`src/rtl/gmii_pkg.sv`:
```
// Shared types and constants for the GMII transmit framer and its CRC helper.
package gmii_pkg;

    typedef enum logic [2:0] {
        ST_IDLE  = 3'd0,
        ST_PRE   = 3'd1,
        ST_SFD   = 3'd2,
        ST_DATA  = 3'd3,
        ST_PAD   = 3'd4,
        ST_FCS   = 3'd5,
        ST_DRAIN = 3'd6,
        ST_IFG   = 3'd7
    } gmii_state_t;

    localparam logic [7:0]  GMII_PREAMBLE   = 8'h55;
    localparam logic [7:0]  GMII_SFD        = 8'hD5;
    localparam logic [31:0] CRC32_POLY_REFL = 32'hEDB88320;
    localparam logic [31:0] CRC32_INIT      = 32'hFFFFFFFF;
    localparam logic [2:0]  GMII_PRE_LEN    = 3'd7;

endpackage

```
`src/rtl/gmii_tx_framer_if.sv`:
```
// Byte-stream input handshake and GMII output bundle of the transmit framer.
interface gmii_tx_framer_if;

    logic [7:0] in_data;
    logic       in_valid;
    logic       in_last;
    logic       in_err;
    logic       in_ready;
    logic [7:0] tx_data;
    logic       tx_en;
    logic       tx_er;
    logic       busy;
    logic       underrun;

    modport master (
        output in_data, in_valid, in_last, in_err,
        input  in_ready, tx_data, tx_en, tx_er, busy, underrun
    );

    modport slave (
        input  in_data, in_valid, in_last, in_err,
        output in_ready, tx_data, tx_en, tx_er, busy, underrun
    );

endinterface

```
`src/rtl/crc32_d8.sv`:
```
// Combinational byte-wide CRC-32 step (reflected polynomial); the register lives in the caller.
module crc32_d8
    import gmii_pkg::*;
(
    input  logic [31:0] crc_in,
    input  logic [7:0]  data,
    output logic [31:0] crc_out
);

    function automatic logic [31:0] crc32_byte(input logic [31:0] crc, input logic [7:0] d);
        logic [31:0] c;
        c = crc ^ {24'h000000, d};
        for (int i = 0; i < 8; i++) begin
            c = {1'b0, c[31:1]} ^ (c[0] ? CRC32_POLY_REFL : 32'h00000000);
        end
        return c;
    endfunction

    assign crc_out = crc32_byte(crc_in, data);

endmodule

```
`src/rtl/gmii_tx_framer.sv`:
```
// GMII transmit framer: preamble/SFD, payload, optional pad + FCS, inter-frame gap.
// Padding and FCS generation are built only when GMII_TX_FCS_EN is defined.
module gmii_tx_framer
    import gmii_pkg::*;
#(
    parameter int IFG_CYCLES  = 12,
    parameter int MIN_PAYLOAD = 60
) (
    input  logic            tx_clk,
    input  logic            tx_rst,
    gmii_tx_framer_if.slave bus
);

    localparam int                IFG_W    = (IFG_CYCLES > 1) ? $clog2(IFG_CYCLES) : 1;
    localparam logic [IFG_W-1:0]  IFG_LAST = IFG_W'(IFG_CYCLES - 1);

    gmii_state_t      state_r, state_nx_s;
    logic [2:0]       pre_cnt_r, pre_cnt_nx_s;
    logic [IFG_W-1:0] ifg_cnt_r, ifg_cnt_nx_s;
    logic [7:0]       tx_data_r, tx_data_nx_s;
    logic             tx_en_r, tx_en_nx_s;
    logic             tx_er_r, tx_er_nx_s;
    logic             busy_r;
    logic             underrun_r, underrun_nx_s;

`ifdef GMII_TX_FCS_EN
    localparam logic [10:0] MIN_LEN = 11'(MIN_PAYLOAD);

    logic [10:0] byte_cnt_r, byte_cnt_nx_s, byte_cnt_inc_s;
    logic [31:0] crc_r, crc_nx_s, crc_step_s, fcs_s;
    logic [7:0]  crc_byte_s, fcs_byte_s;
    logic [1:0]  fcs_idx_r, fcs_idx_nx_s;

    crc32_d8 u_crc32_d8 (
        .crc_in  (crc_r),
        .data    (crc_byte_s),
        .crc_out (crc_step_s)
    );

    // Counter saturates so oversize frames still go out in full.
    assign byte_cnt_inc_s = (byte_cnt_r == 11'h7FF) ? byte_cnt_r : byte_cnt_r + 11'd1;
    assign crc_byte_s     = (state_r == ST_PAD) ? 8'h00 : bus.in_data;
    assign fcs_s          = ~crc_r;

    // FCS byte selection, least-significant byte first.
    always_comb begin
        case (fcs_idx_r)
            2'd0:    fcs_byte_s = fcs_s[7:0];
            2'd1:    fcs_byte_s = fcs_s[15:8];
            2'd2:    fcs_byte_s = fcs_s[23:16];
            2'd3:    fcs_byte_s = fcs_s[31:24];
            default: fcs_byte_s = 8'h00;
        endcase
    end
`endif

    // Next-state and next-output logic; outputs are registered one cycle later.
    always_comb begin
        state_nx_s    = state_r;
        pre_cnt_nx_s  = pre_cnt_r;
        ifg_cnt_nx_s  = ifg_cnt_r;
        tx_data_nx_s  = 8'h00;
        tx_en_nx_s    = 1'b0;
        tx_er_nx_s    = 1'b0;
        underrun_nx_s = 1'b0;
`ifdef GMII_TX_FCS_EN
        byte_cnt_nx_s = byte_cnt_r;
        crc_nx_s      = crc_r;
        fcs_idx_nx_s  = fcs_idx_r;
`endif
        case (state_r)
            ST_IDLE: begin
                if (bus.in_valid) begin
                    state_nx_s   = ST_PRE;
                    tx_data_nx_s = GMII_PREAMBLE;
                    tx_en_nx_s   = 1'b1;
                    pre_cnt_nx_s = 3'd1;
                end else begin
                    state_nx_s   = ST_IDLE;
                end
            end
            ST_PRE: begin
                tx_data_nx_s = GMII_PREAMBLE;
                tx_en_nx_s   = 1'b1;
                if (pre_cnt_r == GMII_PRE_LEN - 3'd1) begin
                    state_nx_s   = ST_SFD;
                    pre_cnt_nx_s = 3'd0;
                end else begin
                    pre_cnt_nx_s = pre_cnt_r + 3'd1;
                end
            end
            ST_SFD: begin
                tx_data_nx_s  = GMII_SFD;
                tx_en_nx_s    = 1'b1;
                state_nx_s    = ST_DATA;
`ifdef GMII_TX_FCS_EN
                byte_cnt_nx_s = 11'd0;
                crc_nx_s      = CRC32_INIT;
                fcs_idx_nx_s  = 2'd0;
`endif
            end
            ST_DATA: begin
                if (bus.in_valid) begin
                    tx_data_nx_s  = bus.in_data;
                    tx_en_nx_s    = 1'b1;
                    tx_er_nx_s    = bus.in_err;
`ifdef GMII_TX_FCS_EN
                    byte_cnt_nx_s = byte_cnt_inc_s;
                    crc_nx_s      = crc_step_s;
`endif
                    if (bus.in_last) begin
`ifdef GMII_TX_FCS_EN
                        state_nx_s = (byte_cnt_inc_s < MIN_LEN) ? ST_PAD : ST_FCS;
`else
                        state_nx_s = ST_IFG;
`endif
                        ifg_cnt_nx_s = {IFG_W{1'b0}};
                    end else begin
                        state_nx_s = ST_DATA;
                    end
                end else begin
                    // Underrun: one errored byte closes the frame, then discard the rest.
                    tx_en_nx_s    = 1'b1;
                    tx_er_nx_s    = 1'b1;
                    underrun_nx_s = 1'b1;
                    state_nx_s    = ST_DRAIN;
                end
            end
`ifdef GMII_TX_FCS_EN
            ST_PAD: begin
                tx_en_nx_s    = 1'b1;
                byte_cnt_nx_s = byte_cnt_inc_s;
                crc_nx_s      = crc_step_s;
                if (byte_cnt_inc_s >= MIN_LEN) begin
                    state_nx_s = ST_FCS;
                end else begin
                    state_nx_s = ST_PAD;
                end
            end
            ST_FCS: begin
                tx_data_nx_s = fcs_byte_s;
                tx_en_nx_s   = 1'b1;
                if (fcs_idx_r == 2'd3) begin
                    state_nx_s   = ST_IFG;
                    ifg_cnt_nx_s = {IFG_W{1'b0}};
                    fcs_idx_nx_s = 2'd0;
                end else begin
                    fcs_idx_nx_s = fcs_idx_r + 2'd1;
                end
            end
`endif
            ST_DRAIN: begin
                if (bus.in_valid && bus.in_last) begin
                    state_nx_s   = ST_IFG;
                    ifg_cnt_nx_s = {IFG_W{1'b0}};
                end else begin
                    state_nx_s   = ST_DRAIN;
                end
            end
            ST_IFG: begin
                if (ifg_cnt_r == IFG_LAST) begin
                    state_nx_s   = ST_IDLE;
                    ifg_cnt_nx_s = {IFG_W{1'b0}};
                end else begin
                    ifg_cnt_nx_s = ifg_cnt_r + {{(IFG_W-1){1'b0}}, 1'b1};
                end
            end
            default: begin
                state_nx_s = ST_IDLE;
            end
        endcase
    end

    // State, counter, CRC and output registers with synchronous reset.
    always_ff @(posedge tx_clk) begin
        if (tx_rst) begin
            state_r    <= ST_IDLE;
            pre_cnt_r  <= 3'd0;
            ifg_cnt_r  <= {IFG_W{1'b0}};
            tx_data_r  <= 8'h00;
            tx_en_r    <= 1'b0;
            tx_er_r    <= 1'b0;
            busy_r     <= 1'b0;
            underrun_r <= 1'b0;
`ifdef GMII_TX_FCS_EN
            byte_cnt_r <= 11'd0;
            crc_r      <= CRC32_INIT;
            fcs_idx_r  <= 2'd0;
`endif
        end else begin
            state_r    <= state_nx_s;
            pre_cnt_r  <= pre_cnt_nx_s;
            ifg_cnt_r  <= ifg_cnt_nx_s;
            tx_data_r  <= tx_data_nx_s;
            tx_en_r    <= tx_en_nx_s;
            tx_er_r    <= tx_er_nx_s;
            busy_r     <= (state_nx_s != ST_IDLE);
            underrun_r <= underrun_nx_s;
`ifdef GMII_TX_FCS_EN
            byte_cnt_r <= byte_cnt_nx_s;
            crc_r      <= crc_nx_s;
            fcs_idx_r  <= fcs_idx_nx_s;
`endif
        end
    end

    assign bus.in_ready = (state_r == ST_DATA) || (state_r == ST_DRAIN);
    assign bus.tx_data  = tx_data_r;
    assign bus.tx_en    = tx_en_r;
    assign bus.tx_er    = tx_er_r;
    assign bus.busy     = busy_r;
    assign bus.underrun = underrun_r;

endmodule

```
`src/flat_wrapper.sv`:
```
// flat-port wrapper written by rule: the top's interface ports become plain ports
module gmii_tx_framer_flat import gmii_pkg::*;
#(
    parameter int IFG_CYCLES  = 12,
    parameter int MIN_PAYLOAD = 60
)
  (tx_clk, tx_rst, bus_in_data, bus_in_valid, bus_in_last, bus_in_err, bus_in_ready, bus_tx_data, bus_tx_en, bus_tx_er, bus_busy, bus_underrun);
  gmii_tx_framer_if bus_i ();
  input  logic tx_clk;
  input  logic tx_rst;
  input wire logic [$bits(bus_i.in_data)-1:0] bus_in_data;
  input wire logic [$bits(bus_i.in_valid)-1:0] bus_in_valid;
  input wire logic [$bits(bus_i.in_last)-1:0] bus_in_last;
  input wire logic [$bits(bus_i.in_err)-1:0] bus_in_err;
  output wire logic [$bits(bus_i.in_ready)-1:0] bus_in_ready;
  output wire logic [$bits(bus_i.tx_data)-1:0] bus_tx_data;
  output wire logic [$bits(bus_i.tx_en)-1:0] bus_tx_en;
  output wire logic [$bits(bus_i.tx_er)-1:0] bus_tx_er;
  output wire logic [$bits(bus_i.busy)-1:0] bus_busy;
  output wire logic [$bits(bus_i.underrun)-1:0] bus_underrun;
  assign bus_i.in_data = bus_in_data;
  assign bus_i.in_valid = bus_in_valid;
  assign bus_i.in_last = bus_in_last;
  assign bus_i.in_err = bus_in_err;
  assign bus_in_ready = bus_i.in_ready;
  assign bus_tx_data = bus_i.tx_data;
  assign bus_tx_en = bus_i.tx_en;
  assign bus_tx_er = bus_i.tx_er;
  assign bus_busy = bus_i.busy;
  assign bus_underrun = bus_i.underrun;
  gmii_tx_framer #(.IFG_CYCLES(IFG_CYCLES), .MIN_PAYLOAD(MIN_PAYLOAD)) u_core (.tx_clk(tx_clk), .tx_rst(tx_rst), .bus(bus_i));
endmodule
```
`config.mk`:
```
export PLATFORM = sky130hd
export DESIGN_NAME = gmii_tx_framer_flat
export DESIGN_NICKNAME = d
export VERILOG_FILES = /design/src/rtl/gmii_pkg.sv /design/src/rtl/gmii_tx_framer_if.sv /design/src/rtl/crc32_d8.sv /design/src/rtl/gmii_tx_framer.sv /design/src/flat_wrapper.sv
export SDC_FILE = /design/constraint.sdc
export NUM_CORES = 1
export LEC_CHECK = 0
export CAP_MARGIN = 0
export CORE_AREA = 3 3 51 53
export CTS_BUF_LIST = sky130_fd_sc_hd__clkbuf_2 sky130_fd_sc_hd__clkbuf_4 sky130_fd_sc_hd__clkbuf_8
export CTS_CLUSTER_SIZE = 16
export DETAILED_ROUTE_END_ITERATION = 6
export DIE_AREA = 0 0 54 56
export PLACE_DENSITY = 0.76
export SYNTH_ARGS = -nofsm -noshare
export SYNTH_HDL_FRONTEND = slang
export SYNTH_SLANG_ARGS = --single-unit
```
`constraint.sdc`:
```
create_clock -name tx_clk -period 1.4 [get_ports tx_clk]
set_clock_uncertainty 0.05 [all_clocks]
set_input_delay 0.14 -clock tx_clk [delete_from_list [all_inputs] [get_ports tx_clk]]
set_output_delay 0.14 -clock tx_clk [all_outputs]
set_load 0.005 [all_outputs]
```
==> impl_metrics.env <==
export IMPL_clockBufferDepth=2
export IMPL_vias_per_cell=5.094
export IMPL_status="finished with violations"
export IMPL_tightest_slew_ps=356.0
export IMPL_p_per_area_mw_per_mm2=773.9
export IMPL_cts_tree="built"
export IMPL_max_slew_margin_rel=0.7596
export IMPL_r2r_start="u_core.state_r[1]"
export IMPL_fmax_ghz=0.6958
export IMPL_cp_cell_sequence="or3b_4, or3_1, a311oi_2"
export IMPL_syn_inst=109
export IMPL_hold_start="bus_in_err"
export IMPL_path_max_fanout=5
export IMPL_drv_slew=0
export IMPL_rsz0062_at_grt="true"
export IMPL_nets=169
export IMPL_power_mw=1.113
export IMPL_grt_pass1_vias=922
export IMPL_avgRoutedWirePerCell_um=12.58
export IMPL_drc=0
export IMPL_cts_buffers=3
export IMPL_ys_types=31
export IMPL_hold_path_depth=3
export IMPL_finalCritPeriodShare=1.027
export IMPL_clock_sinks=22
export IMPL_vdd_drop_max_mv=0.8545
export IMPL_hp_class="in2reg"
export IMPL_drtAntennaViolNets=0
export IMPL_pre_cts_slack_ps=-235.3
export IMPL_cp_end_kind="register"
export IMPL_violations="negative setup slack"
export IMPL_ys_warn_count=0
export IMPL_dp_hpwl_um=1668
export IMPL_whs_endpoint="u_core.bus.tx_er"
export IMPL_cp_arrival_ps=1600
export IMPL_critPathKind="reg2reg"
export IMPL_yosysSeqAreaShare=0.4796
export IMPL_drt_total_wl_um=2277
export IMPL_crit_start="u_core.state_r[1]"
export IMPL_firstDrtPassIters=4
export IMPL_grt_pass1_wl_um=3746
export IMPL_drv_cap=0
export IMPL_pin_count=26
export IMPL_syn_nets=123
export IMPL_ys_ff_latch=22
export IMPL_postCtsHoldBufs=0
export IMPL_cpMaxStageDelayCell="or3b_4"
export IMPL_rows=17
export IMPL_period_needed_ps=1437
export IMPL_htree_levels=1
export IMPL_cp_required_ps=1560
export IMPL_worstReg2RegEnd="u_core.pre_cnt_r[1]"
export IMPL_leakage_nw=0.5640
export IMPL_antenna_found_initial=0
export IMPL_rrSetupSlack_ps=-40
export IMPL_setup_viol=1
export IMPL_fin_ws_ps=-37.29
export IMPL_r2r_cells=3
export IMPL_gp_congestion=0.7508
export IMPL_worst_skew_pair_late_latency_ps=300
export IMPL_overflow=0
export IMPL_syn_area_um2=918.4
export IMPL_portBuffers=25
export IMPL_antenna_cells=0
export IMPL_root_buffer="clkbuf_4"
export IMPL_synth_area_per_cell_um2=8.426
export IMPL_core_area_mm2=0.002191
export IMPL_initial_core_util=0.4192
export IMPL_critPathMaxStageDelay_ps=390
export IMPL_via_count=922
export IMPL_syn_to_final_growth_pct=56.54
export IMPL_grt_start_max_net_pins=12
export IMPL_final_common_cell="clkdlybuf4s50_1"
export IMPL_drive_gt1_frac=0.2680
export IMPL_grtUsageTotal=0.1589
export IMPL_mostFrequentLayoutCells="clkdlybuf4s50_1, buf_4, dfxtp_1"
export IMPL_dieArea_mm2=0.003024
export IMPL_cts_clk_slew_worst_paths_ps=110
export IMPL_worstSetupStartpointType="register"
export IMPL_die_h_um=56
export IMPL_hold_viol=0
export IMPL_first_iter_violations=21
export IMPL_die_x_um=54
==> layout make-up <==
type	instances	area (µm²)
Fill cell	169	753.2
Multi-Input combinational cell	72	479.2
Sequential cell	22	449.2
Timing Repair Buffer	47	417.9
Tap cell	28	35.03
Inverter	9	33.78
Clock buffer	3	22.52
==> sequential cells by signal, summed over array words and instances, names as in the netlist <==
register / cells
u_core.bus.tx_data: 8
u_core.ifg_cnt_r: 4
u_core.pre_cnt_r: 3
u_core.state_r: 3
u_core.bus.busy: 1
u_core.bus.tx_en: 1
u_core.bus.tx_er: 1
u_core.bus.underrun: 1
==> worst max path at each step <==
| stage | endpoint | slack, ps |
|---|---|---|
| after global placement | u_core.ifg_cnt_r[3] | -210 |
| after CTS | u_core.pre_cnt_r[1] | -50 |
| after global routing | u_core.pre_cnt_r[2] | -90 |
| after floorplan | u_core.pre_cnt_r[1] | 4 |
| final | u_core.pre_cnt_r[1] | -40 |
| after detailed placement | u_core.ifg_cnt_r[3] | -240 |
==> what timing repair did <==
item / in CTS / in global routing
setup buffers: 1 / 0
endpoints found under the setup margin: 7 / 8
pin swaps: 1 / 4
gates resized for setup: 12 / 12
==> stage by stage <==
stage	utilization	hold WS (ps)	instance area [µm²]	instances	TNS (ps)
4_1_cts	0.6311	342.4	1383	181	-52.42
3_5_place_dp	0.6094	442.3	1335	177	-1793
2_1_floorplan	-	222.3	918.4	109	0
5_1_grt	0.6562	340.2	1438	181	-229.2
6_report	0.6562	347.1	1438	181	-37.29
3_3_place_gp	0.6094	431.1	1335	177	-1582
==> report_power, final <==
| group | switching [mW] | internal (mW) |
|---|---|---|
| logic | 0.0715 | 0.110 |
| registers | 0.0126 | 0.646 |
| clock network | 0.173 | 0.100 |
| total | 0.257 | 0.855 |
==> cells by family after synthesis <==
| family | synth area share |
|---|---|
| AOI/OAI and AO/OA | 0.1989 |
| xor gates and xnor gates | 0.009539 |
| adders and majority gates | 0.02452 |
| buffers and inverters | 0.06539 |
| DFF | 0.4796 |
| and+or+nand+nor | 0.2221 |
==> per-layer routing <==
layer,routed length [µm],up-vias,GRT usage
li1,-,470,-
met1,963,416,0.1908
met2,1097,32,0.2647
met3,188,4,0.03217
met4,27,0,0.06762
met5,0,-,0
==> cells in the mapped netlist (all sizes together) <==
library cell  count  area (µm²)
o32ai             1       8.760
a211oi            2       15.01
ha                1       12.51
o21ai             1       5.000
o41ai             1       8.760
nand2             7       26.28
clkbuf            3       11.26
a311oi            2       17.52
o31a              1       8.760
o22ai             1       6.260
nand3             4       20.02
o21bai            2       15.01
maj3              1       10.01
or3b              1       11.26
xnor2             1       8.760
o21a              1       7.510
inv               9       33.78
dfxtp            22       440.4
or3               1       6.260
a31oi             3       18.77
o31ai             1       7.510
and3              3       18.77
a32oi             1       8.760
nand2b            2       12.51
buf               3       15.01
nor3              3       15.01
and3b             1       8.760
nor2             16       60.06
and4b             1       10.01
nand3b            2       15.01
a21oi            11       55.05
==> critical path: cells and delay by family, from the launching register on <==
| kind | cells | cell delay (ps) |
|---|---|---|
| flip-flops | 1 | 380 |
| AND/OR/NAND/NOR | 2 | 720 |
| AO/OA/AOI/OAI | 1 | 210 |
(Power assumes the default switching activity.)
